--- config.mk ---
export PLATFORM = sky130hd
export DESIGN_NAME = instr_fetch
export DESIGN_NICKNAME = d
export VERILOG_FILES = /design/src/rtl/mips_pkg.sv /design/src/rtl/fetch_next_pc.sv /design/src/rtl/instr_fetch.sv
export SDC_FILE = /design/constraint.sdc
export NUM_CORES = 1
export LEC_CHECK = 0
export CORE_MARGIN = 2
export CORE_UTILIZATION = 35
export DETAILED_ROUTE_END_ITERATION = 16
export PLACE_DENSITY_LB_ADDON = 0.2
export SLEW_MARGIN = 20
export SYNTH_ARGS = -nofsm -noshare
export SYNTH_HDL_FRONTEND = slang
export SYNTH_HIERARCHICAL = 1
export SYNTH_SLANG_ARGS = --single-unit
--- constraint.sdc ---
create_clock -name clk -period 3.7 [get_ports clk]
set_clock_uncertainty 0.15 [all_clocks]
set_input_delay 0.37 -clock clk [delete_from_list [all_inputs] [get_ports clk]]
set_output_delay 0.37 -clock clk [all_outputs]
set_load 0.1 [all_outputs]
--- src/rtl/mips_pkg.sv ---
// Shared MIPS core definitions: opcodes, PC step, fetch state and IF/ID bundle.
package mips_pkg;

  localparam logic [5:0]  OPC_J   = 6'b000010;
  localparam logic [31:0] PC_STEP = 32'd4;

  typedef enum logic [1:0] {
    BOOT,
    RUN,
    HOLD
  } fetch_state_t;

  typedef struct packed {
    logic [31:0] instr;
    logic [31:0] pc;
    logic [31:0] pc_plus4;
  } if_id_t;

  function automatic logic [31:0] j_target(input logic [31:0] pc_plus4,
                                           input logic [31:0] instr);
    return {pc_plus4[31:28], instr[25:0], 2'b00};
  endfunction

endpackage

--- src/rtl/fetch_next_pc.sv ---
// Combinational next-PC select: redirect > hold > jump target > sequential.
// Jump predecode is enabled by defining INSTR_FETCH_JUMP_PREDECODE_EN.
module fetch_next_pc
  import mips_pkg::*;
(
  input  logic [31:0] pc,
  input  logic [31:0] instr,
  input  logic        advance,
  input  logic        redirect_valid,
  input  logic [31:0] redirect_pc,
  output logic [31:0] next_pc
);

  logic [31:0] pc_plus4;
  logic        unused_bits;

  assign pc_plus4 = pc + PC_STEP;

`ifdef INSTR_FETCH_JUMP_PREDECODE_EN
  assign unused_bits = ^redirect_pc[1:0];
`else
  assign unused_bits = ^{redirect_pc[1:0], instr};
`endif

  always_comb begin
    next_pc = pc;
    if (redirect_valid) begin
      next_pc = {redirect_pc[31:2], 2'b00};
    end else if (advance) begin
`ifdef INSTR_FETCH_JUMP_PREDECODE_EN
      if (instr[31:26] == OPC_J) next_pc = j_target(pc_plus4, instr);
      else                       next_pc = pc_plus4;
`else
      next_pc = pc_plus4;
`endif
    end
  end

endmodule

--- src/rtl/instr_fetch.sv ---
// Instruction fetch stage: PC register, IF/ID output register, valid/ready to decode.
// Optional `j` predecode via INSTR_FETCH_JUMP_PREDECODE_EN (see fetch_next_pc).
module instr_fetch
  import mips_pkg::*;
#(
  parameter logic [31:0] RESET_PC = 32'h00000000
) (
  input  logic        clk,
  input  logic        rst_n,
  output logic [31:0] imem_addr,
  input  logic [31:0] imem_instr,
  input  logic        redirect_valid,
  input  logic [31:0] redirect_pc,
  output logic        out_valid,
  input  logic        out_ready,
  output logic [31:0] out_instr,
  output logic [31:0] out_pc,
  output logic [31:0] out_pc_plus4,
  output logic [31:0] fetch_count
);

  fetch_state_t state;
  logic [31:0]  pc;
  logic [31:0]  next_pc;
  logic         valid;
  logic         advance;
  if_id_t       ifid;

  // RUN only captures into an empty or draining register so an unaccepted word is never overwritten
  assign advance = ((state == RUN) && (!valid || out_ready)) ||
                   ((state == HOLD) && out_ready);

  fetch_next_pc u_next_pc (
    .pc             (pc),
    .instr          (imem_instr),
    .advance        (advance),
    .redirect_valid (redirect_valid),
    .redirect_pc    (redirect_pc),
    .next_pc        (next_pc)
  );

  always_ff @(posedge clk or negedge rst_n) begin
    if (!rst_n) begin
      state       <= BOOT;
      pc          <= RESET_PC;
      valid       <= 1'b0;
      ifid        <= '{instr: '0, pc: '0, pc_plus4: PC_STEP};
      fetch_count <= '0;
    end else begin
      pc <= next_pc;
      if (valid && out_ready) fetch_count <= fetch_count + 32'd1;

      if (redirect_valid) begin
        valid <= 1'b0;
      end else if (advance) begin
        valid <= 1'b1;
        ifid  <= '{instr: imem_instr, pc: pc, pc_plus4: pc + PC_STEP};
      end

      case (state)
        BOOT:    state <= RUN;
        default: state <= (valid && !out_ready && !redirect_valid && !advance) ? HOLD : RUN;
      endcase
    end
  end

  assign imem_addr    = pc;
  assign out_valid    = valid;
  assign out_instr    = ifid.instr;
  assign out_pc       = ifid.pc;
  assign out_pc_plus4 = ifid.pc_plus4;

endmodule

==> run summary <==
Hold-critical path depth -> 2
Cells on worst reg2reg path -> 6
Worst r2r src -> out_valid
Synth area leaders -> dfrtp_1 53%, mux2_2 11%, xnor2_1 5.0%
Max Used Layer -> met4
Gpl congestion -> 0.7917
MaxCap Viol Count -> 0
DRC -> 0
I/O Buffers -> 226
Starting DRT DRC Count -> 365
Combinational family with the most area after synthesis -> simple AND/OR/NAND/NOR gates
Detailed route wirelength on metal2 -> 9734 um
First-pass GRT wire length -> 32470 um
Clock latency on the worst-skew pair -> 0.43 ns
Post-Synth Adder-Cell Area -> 0.4938%
Synth Cell Area -> 0.007601 sq mm
Worst IR drop on VDD -> 0.3885 mV
Root Driver -> clkbuf_16
Sequential cell area fraction in the yosys report -> 53.02%
Initial antenna violation count -> 0
Outcome -> completed
Yosys cell types -> 45
Mapped Cells -> 668
DP Wirelength -> 14740 um
CTS Sinks -> 161
Pwr Density -> 681.2 mW/mm^2
Worst EP required -> 3.18 ns
Final ANT Viol Nets -> 0
Post-Route WL -> 20830 um
Share of flip-flops with an asynchronous set or reset -> 100.0%
CTS max path bufs -> 2
Routed via count -> 6195
Core area -> 0.02115 sq mm
Largest area contributor in the netlist -> dfrtp_1
R2R Setup Slk -> 0.98 ns
GRT Util Overall -> 18.32%
IO Pins -> 229
Detailed Routing Iterations Pass 1 -> 5
Min-Delay Startpoint -> out_pc_plus4[2]
CP peak stage delay -> 1.24 ns
R2R Path End -> imem_addr[23]
Gr ovfl total -> 0
Most used DFF post-synth -> dfrtp_1
Std cell rows -> 53
Nature of the critical path startpoint -> register
CP bufs+invs -> 1
Top cells by count, synth -> 160 x dfrtp_1, 76 x mux2_2, 46 x nand2_1
Die Height -> 151.4 um
Data arrival, critical path -> 2.36 ns
Top cell type's share of synthesized area -> 52.67%
Clk pin slew, worst setup/hold paths -> 0.06 ns
Lkg Pwr -> 4.228 nW
RSZ-0062 raised after global routing -> false
Post-synthesis compound-gate area fraction -> 7.951%
Final core occ -> 50.96%
WL met3 -> 1568 um
Die X-Extent -> 151.4 um
Period utilization -> 77.88%
Inserted Diodes -> 0
Worst Hold End -> out_pc_plus4[2]
Routed met1 length -> 9219 um
Worst Path Max Fanout -> 11
Instance count on the critical path -> 1
Vias in the first global route -> 5970
Setup_tns -> 0 ns
Post_cts resized -> 0
Top-count cell post-synth -> dfrtp_1
Final net count -> 963
Yosys reg bits -> 161
Critical path, cell by cell -> clkdlybuf4s50_1
Syn Nets -> 739
Post-Synth XOR/XNOR Area -> 6.107%
Cell family with most CP delay -> buffers and inverters
Die Area -> 0.02291 sq mm
H-tree depth -> 4
Synth warnings -> 6
Slew HR -> 27.92%
Slowest-stage cell, CP -> clkdlybuf4s50_1
Final Max Slew Viols -> 0
DR vias/cell -> 5.250
Final setup fails -> 0
Area delta synth->final -> 41.81%
Drt wl/cell -> 17.66 um
Share of cells above drive strength 1 -> 15.47%
Worst min-delay path class -> register to register
Max Fclk -> 0.3470 GHz
Final hold vios -> 0
Pin count of the biggest net entering global routing -> 72
Crit Path Class -> register to primary output
Num CTS Buffers -> 17
Multiplexer share of the synthesized area -> 11.52%
Simple-Gate Fraction of Synth Area -> 17.74%
Worst slew pin tran -> 1.078 ns
Post-synth EDFFs -> 0
Final min period -> 2.882 ns
Synthesized area per cell -> 11.38 sq um
CP Capture Type -> primary output
Initial core utilization -> 35.93%
Clock tree from TritonCTS -> done
[worst min-delay path, cell delays in order, from the launching register on]
cell,delay (ns)
dfstp_2,0.37
inv_1,0.04
mux2i_1,0.05
[area by class of cell]
class,count,area [sq um]
clock buffers,18,439.2
clock inverters,14,167.7
fillers,1907,10380
inverters,14,52.55
multi-input cells,458,3337
flip-flops and latches,161,4030
well taps,275,344.1
repair buffers,240,2409
[layer usage]
layer / global-route usage (%) / vias up
met5: 0 / -
met4: 5.374 / 0
met3: 4.940 / 20
met2: 28.91 / 207
met1: 24.73 / 3040
li1: - / 2928
[sequential cells by signal (all words and copies together), names as in the netlist]
signal	cells
out_pc	32
out_valid	1
imem_addr	32
fetch_count	32
out_instr	32
out_pc_plus4	30
state	2
[stage by stage]
stage	setup slack [ns]	std cells	power (mW)	cell area, sq um	hold WS [ns]
floorplan	0.1988	668	4.701	7601	-0.07559
global placement	0.6205	1147	5.557	10160	0.2949
detailed placement	0.5701	1147	5.575	10160	0.2976
CTS	0.7729	1180	7.418	10780	0.3178
global route	0.7292	1180	7.620	10780	0.3368
finish	0.8185	1180	7.343	10780	0.3133
[worst max path at each step]
stage / startpoint / to / slack, ns
floorplan: out_valid / imem_addr[22] / 0.20
global placement: out_ready / imem_addr[22] / 0.62
detailed placement: out_ready / imem_addr[23] / 0.57
CTS: imem_addr[12] / imem_addr[12] / 0.77
global route: imem_addr[12] / imem_addr[12] / 0.73
finish: imem_addr[12] / imem_addr[12] / 0.82
[what timing repair did]
| action | in CTS | in global routing |
|---|---|---|
| setup buffers | 0 | 0 |
| hold endpoints to repair | 67 | 0 |
| hold buffers | 1 | 0 |
[logic make-up (layout without fill, tap and decap cells)]
family,count (synthesis),after routing
compound gates,98,98
xor+xnor,53,53
fa+ha+maj,3,3
buf+inv,49,286
flops,161,161
mux,78,78
simple gates,226,226
[power breakdown]
group	switching (mW)	total [mW]	internal [mW]
Sequential	0.249	2.28	2.03
Combinational	2.46	3.24	0.780
Clock	0.786	1.82	1.03
[placed cells by master, fill, tap and decap left out, types with 4 or more instances in the layout]
| master | n |
|---|---|
| nand4_1 | 29 |
| a31oi_1 | 31 |
| dfrtp_1 | 160 |
| and2_1 | 4 |
| clkinvlp_4 | 4 |
| clkbuf_16 | 17 |
| and4_1 | 6 |
| xnor2_1 | 43 |
| o21ai_0 | 19 |
| nand3_1 | 36 |
| nor2_1 | 22 |
| xor2_1 | 10 |
| or4_1 | 27 |
| o31ai_1 | 22 |
| nand2_1 | 46 |
| mux2_2 | 76 |
| inv_1 | 13 |
| clkdlybuf4s50_1 | 225 |
| or3_1 | 9 |
| nor3_1 | 4 |
| and3_1 | 14 |
| a21oi_1 | 18 |
| nor2b_1 | 4 |
| o211ai_1 | 5 |
| buf_4 | 10 |
Power figures use the tool's default switching activity.
